$ cat src/rtl/ha_adder_pkg.sv
// Shared types and helpers for the serial digit adder (tt_um_ha_serial_adder).
// The optional subtract feature is enabled by defining HA_SUB_EN.
package ha_adder_pkg;

   typedef enum logic [1:0] {
      IDLE = 2'd0,
      RUN  = 2'd1,
      DONE = 2'd2
   } state_t;

   typedef struct packed {
      logic c;
      logic s;
   } ha_t;

   function automatic int ndig(input int width, input int digit);
      return width / digit;
   endfunction

   // Digit counter width; a single-digit operation still needs one bit.
   function automatic int cnt_w(input int width, input int digit);
      int n;
      n = width / digit;
      return (n <= 2) ? 1 : $clog2(n);
   endfunction

   function automatic ha_t half_add(input logic x, input logic y);
      ha_t r;
      r.s = x ^ y;
      r.c = x & y;
      return r;
   endfunction

endpackage

$ cat src/rtl/ha_adder_if.sv
// Operand/result handshake bundle for tt_um_ha_serial_adder.
// The sub signal exists only when HA_SUB_EN is defined.
interface ha_adder_if #(
   parameter int WIDTH = 8
);
   logic             start;
   logic [WIDTH-1:0] a;
   logic [WIDTH-1:0] b;
   logic             cin;
`ifdef HA_SUB_EN
   logic             sub;
`endif
   logic             busy;
   logic             done;
   logic [WIDTH-1:0] sum;
   logic             cout;

   modport master (
`ifdef HA_SUB_EN
      output sub,
`endif
      output start, a, b, cin,
      input  busy, done, sum, cout
   );

   modport slave (
`ifdef HA_SUB_EN
      input  sub,
`endif
      input  start, a, b, cin,
      output busy, done, sum, cout
   );
endinterface

$ cat src/rtl/ha_digit_add.sv
// DIGIT-bit ripple adder; each full adder is a pair of half-adder cells
// plus an OR on their carries.
module ha_digit_add
   import ha_adder_pkg::*;
#(
   parameter int DIGIT = 2
) (
   input  logic [DIGIT-1:0] a,
   input  logic [DIGIT-1:0] b,
   input  logic             ci,
   output logic [DIGIT-1:0] s,
   output logic             co
);
   logic [DIGIT:0] c;

   assign c[0] = ci;

   for (genvar i = 0; i < DIGIT; i++) begin : g_fa
      ha_t h1;
      ha_t h2;
      assign h1       = half_add(a[i], b[i]);
      assign h2       = half_add(h1.s, c[i]);
      assign s[i]     = h2.s;
      assign c[i+1]   = h1.c | h2.c;
   end

   assign co = c[DIGIT];
endmodule

$ cat src/rtl/tt_um_ha_serial_adder.sv
// Multi-cycle adder: WIDTH-bit operands summed DIGIT bits per clock, LSB first.
// Define HA_SUB_EN to add the sub port (a - b via inverted b and forced carry-in).
module tt_um_ha_serial_adder
   import ha_adder_pkg::*;
#(
   parameter int WIDTH = 8,
   parameter int DIGIT = 2
) (
   input  logic     clk,
   input  logic     rst_n,
   input  logic     ena,
   ha_adder_if.slave bus
);
   localparam int NDIG  = ndig(WIDTH, DIGIT);
   localparam int CNT_W = cnt_w(WIDTH, DIGIT);
   localparam logic [CNT_W-1:0] LAST = CNT_W'(NDIG - 1);

   if (WIDTH < 1 || DIGIT < 1 || (WIDTH % DIGIT) != 0) begin : g_bad_cfg
      $error("tt_um_ha_serial_adder: WIDTH (%0d) must be a positive multiple of DIGIT (%0d)",
             WIDTH, DIGIT);
   end

   state_t           state;
   state_t           state_nxt;
   logic             accept;
   logic             step;
   logic             last;

   logic [WIDTH-1:0] a_sh;
   logic [WIDTH-1:0] b_sh;
   logic [WIDTH-1:0] acc;
   logic [WIDTH-1:0] acc_nxt;
   logic [WIDTH-1:0] sum_q;
   logic [WIDTH-1:0] b_cap;
   logic             c_cap;
   logic             carry;
   logic             cout_q;
   logic [CNT_W-1:0] cnt;

   logic [DIGIT-1:0] d_s;
   logic             d_co;

`ifdef HA_SUB_EN
   assign b_cap = bus.sub ? ~bus.b : bus.b;
   assign c_cap = bus.sub | bus.cin;
`else
   assign b_cap = bus.b;
   assign c_cap = bus.cin;
`endif

   ha_digit_add #(.DIGIT(DIGIT)) u_digit (
      .a  (a_sh[DIGIT-1:0]),
      .b  (b_sh[DIGIT-1:0]),
      .ci (carry),
      .s  (d_s),
      .co (d_co)
   );

   // New digit enters at the top, so after NDIG steps the LSB digit sits at bit 0.
   assign acc_nxt = (acc >> DIGIT) | (WIDTH'(d_s) << (WIDTH - DIGIT));
   assign last    = (cnt == LAST);

   // NOTE: registers use non-blocking assignments so every flop samples pre-edge values.
   always_ff @(posedge clk or negedge rst_n) begin
      if (!rst_n) begin
         state <= IDLE;
      end else if (ena) begin
         state <= state_nxt;
      end
   end

   // NOTE: every output of this block gets a default first, so no latch can be inferred.
   always_comb begin
      state_nxt = state;
      accept    = 1'b0;
      step      = 1'b0;
      unique case (state)
         IDLE: begin
            if (bus.start) begin
               accept    = 1'b1;
               state_nxt = RUN;
            end
         end
         RUN: begin
            step = 1'b1;
            if (last) state_nxt = DONE;
         end
         DONE: begin
            if (bus.start) begin
               accept    = 1'b1;
               state_nxt = RUN;
            end else begin
               state_nxt = IDLE;
            end
         end
         default: state_nxt = IDLE;
      endcase
   end

   // NOTE: the datapath is reset too, so an aborted operation leaves sum/cout at zero.
   always_ff @(posedge clk or negedge rst_n) begin
      if (!rst_n) begin
         a_sh   <= '0;
         b_sh   <= '0;
         acc    <= '0;
         carry  <= 1'b0;
         cnt    <= '0;
         sum_q  <= '0;
         cout_q <= 1'b0;
      end else if (ena) begin
         if (accept) begin
            a_sh  <= bus.a;
            b_sh  <= b_cap;
            carry <= c_cap;
            acc   <= '0;
            cnt   <= '0;
         end else if (step) begin
            a_sh  <= a_sh >> DIGIT;
            b_sh  <= b_sh >> DIGIT;
            carry <= d_co;
            acc   <= acc_nxt;
            cnt   <= cnt + 1'b1;
            // Visible result only changes on the RUN->DONE step.
            if (last) begin
               sum_q  <= acc_nxt;
               cout_q <= d_co;
            end
         end
      end
   end

   assign bus.busy = (state == RUN);
   assign bus.done = (state == DONE);
   assign bus.sum  = sum_q;
   assign bus.cout = cout_q;
endmodule

$ cat src/flat_wrapper.sv
// flat-port wrapper written by rule: the top's interface ports become plain ports
module tt_um_ha_serial_adder_flat import ha_adder_pkg::*;
#(
   parameter int WIDTH = 8,
   parameter int DIGIT = 2
)
  (clk, rst_n, ena, bus_start, bus_a, bus_b, bus_cin, bus_busy, bus_done, bus_sum, bus_cout);
  ha_adder_if #(.WIDTH(WIDTH)) bus_i ();
  input  logic clk;
  input  logic rst_n;
  input  logic ena;
  input wire logic [$bits(bus_i.start)-1:0] bus_start;
  input wire logic [$bits(bus_i.a)-1:0] bus_a;
  input wire logic [$bits(bus_i.b)-1:0] bus_b;
  input wire logic [$bits(bus_i.cin)-1:0] bus_cin;
  output wire logic [$bits(bus_i.busy)-1:0] bus_busy;
  output wire logic [$bits(bus_i.done)-1:0] bus_done;
  output wire logic [$bits(bus_i.sum)-1:0] bus_sum;
  output wire logic [$bits(bus_i.cout)-1:0] bus_cout;
  assign bus_i.start = bus_start;
  assign bus_i.a = bus_a;
  assign bus_i.b = bus_b;
  assign bus_i.cin = bus_cin;
  assign bus_busy = bus_i.busy;
  assign bus_done = bus_i.done;
  assign bus_sum = bus_i.sum;
  assign bus_cout = bus_i.cout;
  tt_um_ha_serial_adder #(.WIDTH(WIDTH), .DIGIT(DIGIT)) u_core (.clk(clk), .rst_n(rst_n), .ena(ena), .bus(bus_i));
endmodule
$ cat config.mk
export PLATFORM = sky130hd
export DESIGN_NAME = tt_um_ha_serial_adder_flat
export DESIGN_NICKNAME = d
export VERILOG_FILES = /design/src/rtl/ha_adder_pkg.sv /design/src/rtl/ha_adder_if.sv /design/src/rtl/ha_digit_add.sv /design/src/rtl/tt_um_ha_serial_adder.sv /design/src/flat_wrapper.sv
export SDC_FILE = /design/constraint.sdc
export NUM_CORES = 1
export LEC_CHECK = 0
export ABC_AREA = 1
export CAP_MARGIN = 15
export CORE_MARGIN = 10
export CORE_UTILIZATION = 65
export DETAILED_ROUTE_END_ITERATION = 16
export DONT_BUFFER_PORTS = 1
export PLACE_DENSITY = 0.81
export SYNTH_ARGS = -nofsm -noshare
export SYNTH_HDL_FRONTEND = slang
export SYNTH_SLANG_ARGS = --single-unit
export TNS_END_PERCENT = 5
$ cat constraint.sdc
create_clock -name clk -period 3.2 [get_ports clk]
set_input_delay 0.32 -clock clk [delete_from_list [all_inputs] [get_ports clk]]
set_output_delay 0.32 -clock clk [all_outputs]
set_load 0.05 [all_outputs]
== Yosys cells after proc, flatten, opt, wreduce, memory -nomap -nowiden ==
Cells that the tools add are included.

* Bitwise operators: 12
* Eq/ne operators: 5
* Reduce and logical (&&, ||, !) cells: 6
* Add/sub/neg operators: 1
* Muxes and demuxes: 17

{| class="wikitable"
|+ Operator list
! kind !! count
|-
| 8-bit 2-to-1 mux || 6
|-
| 2-bit 2-to-1 mux || 4
|-
| 6-bit by 8-bit OR with 8-bit output || 1
|-
| 1-bit 2-to-1 mux || 6
|-
| 2-bit case mux with 3 select lines || 1
|-
| 1-bit AND || 4
|-
| 2-bit == test (second input constant) || 2
|-
| 4-bit AND reduction || 1
|-
| 1-bit XOR || 4
|-
| 3-bit AND reduction || 1
|-
| 2-bit by 1-bit adder with 2-bit output (second input constant) || 1
|-
| 2-bit by 1-bit == test with 1-bit output (second input constant) || 1
|-
| 2-bit zero test || 1
|-
| 2-bit by 1-bit != test with 1-bit output (second input constant) || 1
|-
| 2-bit != test (second input constant) || 1
|-
| 1-bit OR || 2
|-
| 2-bit AND reduction || 1
|-
| 2-bit nonzero test || 1
|-
| 2-bit OR reduction || 1
|-
| 1-bit inverter || 1
|}

* Word-level logic and storage cells: 49
* Register bits: 38
* Input bits: 21

== Depth between registers and ports, before layout ==
Gate-level depths: netlist of the first run.

* Depth after elaboration: 7
* Mapped depth: 8
* Depth with buffers taken out: 8

== Hierarchy ==
Synthesis of the first run repeated with hierarchy kept, for this count alone.

* Cells, all modules: 217
* Area total of the unflattened synthesis: 1741.7 sq um

{| class="wikitable"
|+ By module, submodules not included
! module !! instances !! area an instance (sq um) !! cells each
|-
| tt_um_ha_serial_adder || 1 || 1671.6 || 207
|-
| ha_digit_add || 1 || 70.1 || 10
|}

== Worst setup path before layout of the first run ==
No wires, ideal clock.

* Path type: register to register
* From: register u_core.carry
* To: register u_core.acc[7]
* Setup slack: 1.603 ns
* Library setup time: 0.065 ns
* Stages on the path, launching flop included: 6
* Arrival time: 1.532 ns
* Required time: 3.135 ns
* Cells stage by stage: dfrtp_1 -> inv_1 -> fa_1 -> fa_1 -> or2_1 -> nand2_1

* Word-level cells in the longest chain between the ends: 6

{| class="wikitable"
|+ RTL lines
! element !! line !! text
|-
| start: declaration || tt_um_ha_serial_adder.sv:36 || <nowiki>logic carry;</nowiki>
|-
| start signal: assignment || tt_um_ha_serial_adder.sv:114 || <nowiki>carry <= c_cap;</nowiki>
|-
| start signal: assignment || tt_um_ha_serial_adder.sv:120 || <nowiki>carry <= d_co;</nowiki>
|-
| 1-bit AND || ha_adder_pkg.sv:30 || <nowiki>r.c = x & y;</nowiki>
|-
| 1-bit OR || ha_digit_add.sv:24 || <nowiki>assign c[i+1] = h1.c | h2.c;</nowiki>
|-
| 1-bit XOR || ha_adder_pkg.sv:29 || <nowiki>r.s = x ^ y;</nowiki>
|-
| 6-bit by 8-bit OR with 8-bit output || tt_um_ha_serial_adder.sv:60 || <nowiki>assign acc_nxt = (acc >> DIGIT) | (WIDTH'(d_s) << (WIDTH - DIGIT));</nowiki>
|-
| 8-bit 2-to-1 mux || tt_um_ha_serial_adder.sv:117 || <nowiki>end else if (step) begin</nowiki>
|-
| 8-bit 2-to-1 mux || tt_um_ha_serial_adder.sv:111 || <nowiki>if (accept) begin</nowiki>
|-
| end signal: assignment || tt_um_ha_serial_adder.sv:121 || <nowiki>acc <= acc_nxt;</nowiki>
|-
| end: declaration || tt_um_ha_serial_adder.sv:31 || <nowiki>logic [WIDTH-1:0] acc;</nowiki>
|}

No other way between the ends. The select of a mux whose other input is x is not followed.
A chain may end at the register's enable or synchronous reset.

== Final worst setup path of the first run ==
* From: register u_core.state[1]
* To: output port bus_done

* Word-level cells in the longest chain between the ends: 1

{| class="wikitable"
|+ RTL lines
! element !! line !! text
|-
| start: declaration || tt_um_ha_serial_adder.sv:23 || <nowiki>state_t state;</nowiki>
|-
| start signal: assignment || tt_um_ha_serial_adder.sv:68 || <nowiki>state <= state_nxt;</nowiki>
|-
| 2-bit == test || tt_um_ha_serial_adder.sv:133 || <nowiki>assign bus.done = (state == DONE);</nowiki>
|-
| end: declaration || flat_wrapper.sv:17 || <nowiki>output wire logic [$bits(bus_i.done)-1:0] bus_done;</nowiki>
|}

No other way between the ends.

==> flow_metrics.env, run 1 <==
export IMPL_synthCells=214
export IMPL_crit_buf_inv=1
export IMPL_setup_tns_final_ns=0
export IMPL_r2r_end="u_core.acc[7]"
export IMPL_gr_total_overflow=0
export IMPL_totalWireLength_mm=3.574
export IMPL_seqPwrFrac_pct=48.2
export IMPL_cts_setup_buffers=0
export IMPL_synth_nets=238
export IMPL_synth_avg_cell_area_um2=8.402
export IMPL_clock_sinks=36
export IMPL_drv_cap=0
export IMPL_io_buffers=0
export IMPL_hold_violations=0
export IMPL_crit_type="reg2out"
export IMPL_status="finished clean"
export IMPL_tritoncts="done"
export IMPL_comb_power_share_pct=31.8
export IMPL_switching_power_w=0.0007662
export IMPL_cp_max_fo=4
export IMPL_grt_antenna_before_repair=0
export IMPL_finalCritPeriodShare_pct=59.53
export IMPL_report_final_slew_viol_count=0
export IMPL_num_antenna_cells=0
export IMPL_grt_pass1_wl_mm=6.058
export IMPL_io_pins=32
export IMPL_required_ns=2.88
export IMPL_num_nets_final=236
export IMPL_cts_made_buffers=5
export IMPL_grt_usage_pct=14.35
export IMPL_switching_share_pct=42.59
export IMPL_rrSetupSlack_ns=1.47
export IMPL_worstPathArrival_ns=1.59
export IMPL_tightestPinTransition_ns=0.8877
export IMPL_num_vias=1346
export IMPL_postCtsResizedCells=0
export IMPL_final_setup_viol_count=0
export IMPL_critical_path_cell_chain="inv_2, nor2_1"
export IMPL_design_area_um2=1868
export IMPL_utilization_pct=68.93
export IMPL_p_per_area_nw_per_um2=963.0
export IMPL_coreArea_um2=2710
export IMPL_cts_max_level=2
export IMPL_synth_cell_types=21
export IMPL_multi_input_area_um2=755.7
export IMPL_yosysSeqAreaShare_pct=50.10
export IMPL_pre_cts_ws_ns=1.496
export IMPL_peakVddDrop_mv=0.7023
export IMPL_yosys_warnings=0
export IMPL_dp_hpwl_mm=2.460
export IMPL_initial_core_util_pct=66.34
export IMPL_min_from="ena"
export IMPL_holdPathStages=1
export IMPL_p_int_w=0.001033
export IMPL_cpPeakStageDelay_ns=0.68
export IMPL_gp_congestion=0.7356
export IMPL_fill_cells=235
export IMPL_cts_root_buf="clkbuf_4"
export IMPL_seq_area_um2=900.9
export IMPL_die_w_um=72.60
export IMPL_dieArea_um2=5270
export IMPL_worstSkewPairLatency_ns=0.34
export IMPL_min_period_ns=1.905
export IMPL_clockBufferDepth=2
export IMPL_max_freq_mhz=524.9
export IMPL_postPlaceCellArea_um2=1743
export IMPL_drive_gt1_share_pct=9.859
export IMPL_clock_skew_ns=0.01138
export IMPL_path_delay_family="simple AND/OR/NAND/NOR gates"
export IMPL_die_height_um=72.60
export IMPL_syn_cell_area_um2=1798
export IMPL_area_growth_pct=3.897
export IMPL_end_kind="output port"
export IMPL_clk_pin_slew_ns=0.11
export IMPL_hold_end="u_core.state[1]"
export IMPL_antenna_left=0
export IMPL_firstDrtPassIters=4
export IMPL_critPathSlowestCell="nor2_1"
export IMPL_grt_max_degree=37
export IMPL_leakagePower_nw=1.044
export IMPL_r2r_start="u_core.carry"
export IMPL_vias_per_cell=5.516
export IMPL_ys_ff_latch=36
export IMPL_startpoint_type="flip-flop"
export IMPL_power_w=0.001799
export IMPL_clkPwrFrac_pct=20.0
export IMPL_wl_per_cell_um=14.65
export IMPL_rsz0062_at_grt="no"
export IMPL_hold_path_class="in2reg"
export IMPL_drc_errors=0
export IMPL_rows=19
export IMPL_fin_ws_ns=1.295
export IMPL_first_iter_violations=108
export IMPL_ctsHoldBuffers=2
export IMPL_relSlewSlack_pct=40.60
export IMPL_grt_pass1_vias=1366
export IMPL_r2r_worst_path_cells=5
## how the worst max path moves through the flow
stage	start	to	slack [ns]	cells past startpoint
floorplan	u_core.carry	u_core.acc[7]	1.60	5
global placement	u_core.carry	u_core.acc[7]	1.59	5
detailed placement	u_core.carry	u_core.acc[7]	1.50	5
CTS	u_core.state[1]	bus_done	1.26	2
global route	u_core.state[1]	bus_done	1.24	2
finish	u_core.state[1]	bus_done	1.29	2
## cell type report
class / count / area share, %
sequential: 36 / 48.23
clock inverter: 1 / 1.608
inverter: 12 / 2.545
clock buffer: 7 / 3.483
tap: 31 / 2.076
timing repair buffer: 2 / 1.608
multi-input combinational: 155 / 40.46
## synthesized netlist by cell type
master	count	share of area, %
inv_1	9	1.9
inv_2	2	0.42
inv_4	1	0.35
nor2_8	1	1.1
nand3_4	1	0.97
dfrtp_1	36	50
o21ai_0	1	0.28
a21oi_1	1	0.28
buf_6	5	3.1
fa_1	2	2.2
nand2_1	93	19
nand2_4	2	1.3
nand2_2	1	0.35
nand3_2	1	0.56
nand3_1	45	13
o21ai_2	3	1.5
buf_4	3	1.3
nor2_1	1	0.21
ha_1	1	0.70
or2_1	2	0.70
buf_2	3	0.83
## logic make-up (layout without fill, tap and decap cells)
logic type | after synthesis | after routing | share of synthesized area (%)
AO/OA/AOI/OAI | 5 | 5 | 2.018
buffers and inverters | 23 | 22 | 7.863
flip-flops | 36 | 36 | 50.10
AND/OR/NAND/NOR | 147 | 147 | 37.09
adder cells (fa/ha/maj) | 3 | 3 | 2.923
## placed cells by master, fill, tap and decap left out
| master | count |
|---|---|
| bufinv_16 | 1 |
| nand2_4 | 2 |
| dfrtp_1 | 36 |
| fa_1 | 2 |
| clkbuf_8 | 2 |
| o21ai_2 | 3 |
| o21ai_0 | 1 |
| dlygate4sd3_1 | 1 |
| nor2_1 | 1 |
| nor2_8 | 1 |
| buf_12 | 1 |
| ha_1 | 1 |
| inv_2 | 2 |
| nand3_4 | 1 |
| nand3_1 | 45 |
| nand3_2 | 1 |
| or2_1 | 2 |
| nand2_2 | 1 |
| clkbuf_4 | 5 |
| a21oi_1 | 1 |
| inv_1 | 9 |
| inv_4 | 1 |
| nand2_1 | 93 |
## sequential cells by signal (all words and copies together), names as in the netlist
name             cells
u_core.a_sh          8
u_core.b_sh          8
u_core.bus.sum       8
u_core.acc           6
u_core.cnt           2
u_core.state         2
u_core.bus.cout      1
u_core.carry         1
## power groups by stage
stage	clock (W)	combinational, W	sequential, W
after CTS	0.000367	0.000581	0.000869
after global routing	0.000382	0.000658	0.000890
after detailed placement	0	0.000563	0.000877
after global placement	0	0.000530	0.000869
final	0.000360	0.000572	0.000867
after floorplan	0	0.000508	0.000847
## layer usage
layer	routed length (um)	part of all wire [%]	up-vias	global-route usage, %
li1	-	-	676	-
met1	1431	40	622	14.83
met2	1790	50	41	25.14
met3	276	7.7	7	5.306
met4	76	2.1	0	6.540
met5	0	0	-	0
## through the flow
stage          cells  hold WS [ns]
6_report         244       0.06254
5_1_grt          244       0.06874
4_1_cts          244       0.04857
3_5_place_dp     234       0.02585
3_3_place_gp     234       0.02569
2_1_floorplan    214       0.02441
Note: power is estimated with default switching activity, not from simulation.
==> run 2: changes to the inputs <==
--- a/config.mk
+++ b/config.mk
@@ -5,13 +5,13 @@
 export SDC_FILE = /design/constraint.sdc
 export NUM_CORES = 1
 export LEC_CHECK = 0
-export ABC_AREA = 1
+export ABC_AREA = 0
 export CAP_MARGIN = 15
 export CORE_MARGIN = 10
-export CORE_UTILIZATION = 65
+export CORE_UTILIZATION = 61
 export DETAILED_ROUTE_END_ITERATION = 16
 export DONT_BUFFER_PORTS = 1
-export PLACE_DENSITY = 0.81
+export PLACE_DENSITY = 0.77
 export SYNTH_ARGS = -nofsm -noshare
 export SYNTH_HDL_FRONTEND = slang
 export SYNTH_SLANG_ARGS = --single-unit
==> constraint.sdc (replaced) <==
create_clock -name clk -period 1.92 [get_ports clk]
set_input_delay 0.192 -clock clk [delete_from_list [all_inputs] [get_ports clk]]
set_output_delay 0.192 -clock clk [all_outputs]
set_load 0.05 [all_outputs]
==> run 2 against run 1 <==
Against the previous run:
- sequential share of layout area up 3.7 points
- die area decreased by 4.0%
- flip-flop and latch count unchanged
==> flow_metrics.env, run 2 <==
export IMPL_firstDrtPassIters=4
export IMPL_vias_per_cell=5.805
export IMPL_num_vias=894
export IMPL_yosysTopAreaCellShare_pct=56.51
export IMPL_use_met1_pct=13.58
export IMPL_worstPathArrival_ns=2.03
export IMPL_rows=18
export IMPL_setup_tns_final_ns=0
export IMPL_io_buffers=0
export IMPL_worst_hold_slack_ns=0.01616
export IMPL_synthCells=113
export IMPL_rsz0062_at_grt="no"
export IMPL_first_iter_violations=64
export IMPL_grt_pass1_vias=935
export IMPL_grt_pass1_wl_mm=4.767
export IMPL_clk_pin_slew_ns=0.10
export IMPL_end_kind="flip-flop"
export IMPL_min_period_ns=1.769
export IMPL_drv_cap=0
export IMPL_drive_gt1_share_pct=31.45
export IMPL_die_height_um=71.12
export IMPL_peakVddDrop_mv=1.019
export IMPL_leakagePower_nw=0.8280
export IMPL_antenna_left=0
export IMPL_ctsHoldBuffers=3
export IMPL_crit_type="reg2reg"
export IMPL_cts_root_buf="clkbuf_4"
export IMPL_cts_setup_buffers=0
export IMPL_clockBufferDepth=2
export IMPL_io_pins=32
export IMPL_syn_cell_area_um2=1594
export IMPL_tritoncts="done"
export IMPL_initial_core_util_pct=64.34
export IMPL_status="finished clean"
export IMPL_synth_top_area_cell="dfrtp_1"
export IMPL_final_setup_viol_count=0
export IMPL_hold_path_class="in2reg"
export IMPL_final_cell_mix="36 x dfrtp_1, 23 x mux2_2, 10 x mux2i_1, 7 x inv_1"
export IMPL_synth_cell_types=21
export IMPL_num_nets_final=147
export IMPL_power_w=0.002964
export IMPL_grt_met3_usage_pct=6.276
export IMPL_postCtsResizedCells=0
export IMPL_yosysSeqAreaShare_pct=56.51
export IMPL_synth_edf_count=0
export IMPL_startpoint_type="flip-flop"
export IMPL_post_synth_top_count_cell="dfrtp_1"
export IMPL_cts_max_level=2
export IMPL_clock_sinks=36
export IMPL_gr_total_overflow=0
export IMPL_drc_errors=0
export IMPL_grt_usage_pct=11.89
export IMPL_tightestPinTransition_ns=0.5563
export IMPL_layout_cells_most_common="dfrtp_1"
export IMPL_totalWireLength_mm=2.921
export IMPL_area_growth_pct=8.791
export IMPL_cp_max_fo=19
export IMPL_synth_nets=137
export IMPL_wl_per_cell_um=18.97
export IMPL_fill_cells=165
export IMPL_report_final_slew_viol_count=0
export IMPL_synth_top_cells_by_count="36 x dfrtp_1, 23 x mux2_2, 10 x mux2i_1"
export IMPL_num_antenna_cells=0
export IMPL_yosys_warnings=0
export IMPL_finalCritPeriodShare_pct=92.13
export IMPL_required_ns=2.18
export IMPL_cts_made_buffers=5
export IMPL_dieArea_um2=5058
export IMPL_die_w_um=71.12
export IMPL_hold_violations=0
export IMPL_relSlewSlack_pct=62.78
export IMPL_ys_ff_latch=36
export IMPL_gp_congestion=0.6744
export IMPL_max_freq_mhz=565.3
export IMPL_met2_usage_pct=17.80
export IMPL_synthTopCellsByArea="dfrtp_1 57%, mux2_2 16%, mux2i_1 6.3%, a22o_1 3.3%, a32o_1 2.5%"
export IMPL_p_per_area_nw_per_um2=1709
export IMPL_coreArea_um2=2477
export IMPL_dp_hpwl_mm=2.047
export IMPL_clock_skew_ns=0.001909
export IMPL_async_reset_ff_share_pct=100.0
export IMPL_synth_flop_cell="dfrtp_1"
export IMPL_grt_max_degree=37
export IMPL_worstSkewPairLatency_ns=0.33
export IMPL_grt_antenna_before_repair=0
export IMPL_synth_avg_cell_area_um2=14.11
export IMPL_grt_busiest_layer="met2"
[run 2: cell count changes after synthesis, moves of 4 or more]
cell,before,now
nand2_1,93,4
mux2_2,0,23
a32o_1,0,4
mux2i_1,0,10
a22o_1,0,6
nand3_1,45,0
o21ai_0,1,5
[run 2: metrics by stage]
step / setup WS [ns] / utilization, % / cell area, um2 / std cells
floorplan: 0.4387 / - / 1594 / 113
global placement: 0.2762 / 65.61 / 1625 / 142
detailed placement: 0.1739 / 65.61 / 1625 / 142
CTS: 0.1518 / 69.60 / 1724 / 153
global route: 0.04769 / 70.00 / 1734 / 154
finish: 0.1512 / 70.00 / 1734 / 154
[run 2: worst paths after layout]
path	startpoint	to	slack (ns)	cells past startpoint
setup / recovery	u_core.state[0]	u_core.carry	0.15	4
hold / removal	bus_a[6]	u_core.a_sh[6]	0.02	1
setup reg to reg	u_core.state[0]	u_core.carry	0.15	4
hold reg to reg	u_core.b_sh[6]	u_core.b_sh[6]	0.50	1
max in group asynchronous	rst_n	u_core.a_sh[6]	1.45	2
min in group asynchronous	rst_n	u_core.bus.sum[1]	0.30	2
[run 2: final cells by class]
type	count	area (um2)	share of cell area, %
Inverter	7	26.28	1.515
Multi-Input combinational cell	63	615.6	35.50
Timing Repair Buffer	10	95.09	5.483
Tap cell	30	37.54	2.165
Clock buffer	8	58.81	3.391
Sequential cell	36	900.9	51.95
[run 2: critical path, stage by stage, from the launching register on]
cell	delay (ns)
dfrtp_1	0.44
and2b_4	0.26
o21ai_4	0.49
buf_4	0.27
mux2i_1	0.22
[run 2: routing by layer]
layer | routed length, um | share of wire [%]
met4 | 52 | 1.8
met3 | 287 | 9.8
met2 | 1333 | 46
met1 | 1248 | 43
met5 | 0 | 0
[run 2: cells by family (layout without fill, tap and decap cells)]
| family | Yosys count | after routing | share of synthesized area, % |
|---|---|---|---|
| mux | 33 | 33 | 22.53 |
| flops | 36 | 36 | 56.51 |
| fa+ha+maj | 3 | 3 | 3.297 |
| simple gates | 9 | 9 | 3.140 |
| compound gates | 18 | 18 | 9.498 |
| buf+inv | 14 | 25 | 5.023 |
[run 2: where the power goes]
part	internal, W	switching, W	leakage [nW]
Clock	0.000181	0.000236	0.0326
Combinational	0.000515	0.000468	0.331
Sequential	0.00107	0.000490	0.464
Total	0.00177	0.00119	0.828
==> run 3: changes to the inputs <==
--- a/config.mk
+++ b/config.mk
@@ -8,10 +8,11 @@
 export ABC_AREA = 0
 export CAP_MARGIN = 15
 export CORE_MARGIN = 10
-export CORE_UTILIZATION = 61
+export CORE_UTILIZATION = 54
 export DETAILED_ROUTE_END_ITERATION = 16
 export DONT_BUFFER_PORTS = 1
-export PLACE_DENSITY = 0.77
+export PLACE_DENSITY = 0.69
+export RECOVER_POWER = 25
 export SYNTH_ARGS = -nofsm -noshare
 export SYNTH_HDL_FRONTEND = slang
 export SYNTH_SLANG_ARGS = --single-unit
==> run 3 against run 2 <==
Against the previous run:
- largest power group unchanged
- first-iteration DRC count up 11%
- worst setup slack better by 0.22 ns
- final cell count up 1.9%
- hold slack worse by 0.0021 ns
- wire length down 0.72%
- sequential share of layout area down 0.11 points
- critical path type unchanged
- maximum frequency up 14%
- largest cell class unchanged
- clock skew up 0.0074 ns
- design area up 0.22%
- combinational power about the same
- power down 0.76%
==> flow_metrics.env, run 3 (same netlist as run 2, synthesis figures left out) <==
export IMPL_clock_skew_ns=0.009278
export IMPL_cts_max_level=2
export IMPL_grt_met3_usage_pct=7.314
export IMPL_firstDrtPassIters=3
export IMPL_tritoncts="done"
export IMPL_multi_input_area_um2=615.6
export IMPL_setup_tns_final_ns=0
export IMPL_dieArea_um2=5525
export IMPL_min_period_ns=1.553
export IMPL_worstPathArrival_ns=1.81
export IMPL_antenna_left=0
export IMPL_drv_cap=0
export IMPL_cts_root_buf="clkbuf_4"
export IMPL_hold_violations=0
export IMPL_clock_sinks=36
export IMPL_crit_buf_inv=1
export IMPL_area_growth_pct=9.027
export IMPL_peakVddDrop_mv=1.180
export IMPL_drive_gt1_share_pct=32.54
export IMPL_cts_made_buffers=5
export IMPL_use_met1_pct=11.08
export IMPL_grt_pass1_vias=973
export IMPL_critPathSlowestCell="fa_1"
export IMPL_end_kind="flip-flop"
export IMPL_crit_path_frequent_cell="fa_1"
export IMPL_final_cell_mix="36 x dfrtp_1, 23 x mux2_2, 10 x mux2i_1, 7 x inv_1"
export IMPL_dp_cells=143
export IMPL_rows=19
export IMPL_startpoint_type="flip-flop"
export IMPL_fin_cells=157
export IMPL_grt_antenna_before_repair=0
export IMPL_tightestPinTransition_ns=0.8561
export IMPL_num_antenna_cells=0
export IMPL_path_delay_family="adder cells"
export IMPL_gp_congestion=0.6822
export IMPL_fin_ws_ns=0.3675
export IMPL_initial_core_util_pct=57.31
export IMPL_relSlewSlack_pct=42.92
export IMPL_first_iter_violations=71
export IMPL_crit_type="reg2reg"
export IMPL_pre_cts_ws_ns=0.3661
export IMPL_rsz0062_at_grt="no"
export IMPL_num_nets_final=149
export IMPL_wl_per_cell_um=18.47
export IMPL_io_pins=32
export IMPL_coreArea_um2=2781
export IMPL_report_final_slew_viol_count=0
export IMPL_status="finished clean"
export IMPL_clockBufferDepth=2
export IMPL_fill_cells=217
export IMPL_cp_max_fo=2
export IMPL_grt_max_degree=37
export IMPL_leakagePower_nw=0.8329
export IMPL_grt_pass1_wl_mm=4.740
export IMPL_layout_cells_most_common="dfrtp_1"
export IMPL_utilization_pct=62.48
export IMPL_die_height_um=74.33
export IMPL_finalCritPeriodShare_pct=80.86
export IMPL_final_setup_viol_count=0
export IMPL_seq_area_um2=900.9
export IMPL_p_per_area_nw_per_um2=1693
export IMPL_totalWireLength_mm=2.900
export IMPL_grt_busiest_layer="met2"
export IMPL_required_ns=2.18
export IMPL_worstSkewPairLatency_ns=0.35
export IMPL_clk_pin_slew_ns=0.10
export IMPL_met2_usage_pct=18.66
export IMPL_die_w_um=74.33
export IMPL_num_vias=920
export IMPL_critical_path_cell_chain="inv_1, fa_1, fa_1, o21ai_0"
export IMPL_vias_per_cell=5.860
export IMPL_hold_path_class="in2reg"
export IMPL_dp_hpwl_mm=2.094
export IMPL_max_freq_mhz=644.1
export IMPL_gr_total_overflow=0
export IMPL_io_buffers=0
export IMPL_drc_errors=0
export IMPL_cpPeakStageDelay_ns=0.45
export IMPL_grt_usage_pct=11.33
run 3: cell count changes in the layout (fill, tap and decap cells not counted), sizes merged:
cell and change:
clkinv +3, clkbuf -2, dlygate4sd3 +2, buf -1
run 3: what timing repair did:
action / in CTS / in global routing
hold buffers: 5 / 1
buffers inserted: 0 / 0
resized for setup: 0 / 0
hold endpoints to repair: 43 / 1
run 3: stage by stage:
| step | total power [W] | area (um2) | hold WS [ns] |
|---|---|---|---|
| floorplan | 0.002359 | 1594 | -0.1036 |
| global placement | 0.002505 | 1627 | -0.1022 |
| global route | 0.003157 | 1738 | 0.006482 |
| CTS | 0.002996 | 1743 | 0.0005570 |
| detailed placement | 0.002570 | 1627 | -0.1022 |
| finish | 0.002942 | 1738 | 0.01408 |
run 3: area by class of cell:
type,instances,share of cell area (%)
repair buffers,12,5.760
multi-input cells,63,35.42
flip-flops and latches,36,51.84
well taps,31,2.232
clock buffers,5,2.160
clock inverters,3,1.080
inverters,7,1.512
run 3: worst reg2reg max path, stage by stage (launching register included):
cell and delay [ns]:
dfrtp_1 0.34, inv_1 0.06, fa_1 0.44, fa_1 0.45
o21ai_0 0.19
run 3: power by group:
part | total, W | internal [W] | switching [W]
Clock | 0.000396 | 0.000140 | 0.000256
Sequential | 0.00157 | 0.00107 | 0.000491
Combinational | 0.000980 | 0.000513 | 0.000467
Total | 0.00294 | 0.00173 | 0.00121
run 3: worst paths after layout:
| check | start | end | slack [ns] | depth (start not counted) |
|---|---|---|---|---|
| min | bus_b[6] | u_core.b_sh[6] | 0.01 | 1 |
| min reg2reg | u_core.b_sh[6] | u_core.b_sh[6] | 0.50 | 1 |
| max | u_core.carry | u_core.bus.sum[7] | 0.37 | 4 |
| max in group asynchronous | rst_n | u_core.bus.cout | 0.90 | 2 |
| min in group asynchronous | rst_n | u_core.cnt[1] | 0.49 | 2 |
| max reg2reg | u_core.carry | u_core.bus.sum[7] | 0.37 | 4 |
run 3: layer usage:
metal	wire (um)	share of wire, %	vias up
li1	-	-	426
met1	1066	37	462
met2	1485	51	25
met3	300	10	7
met4	48	1.7	0
met5	0	0	-
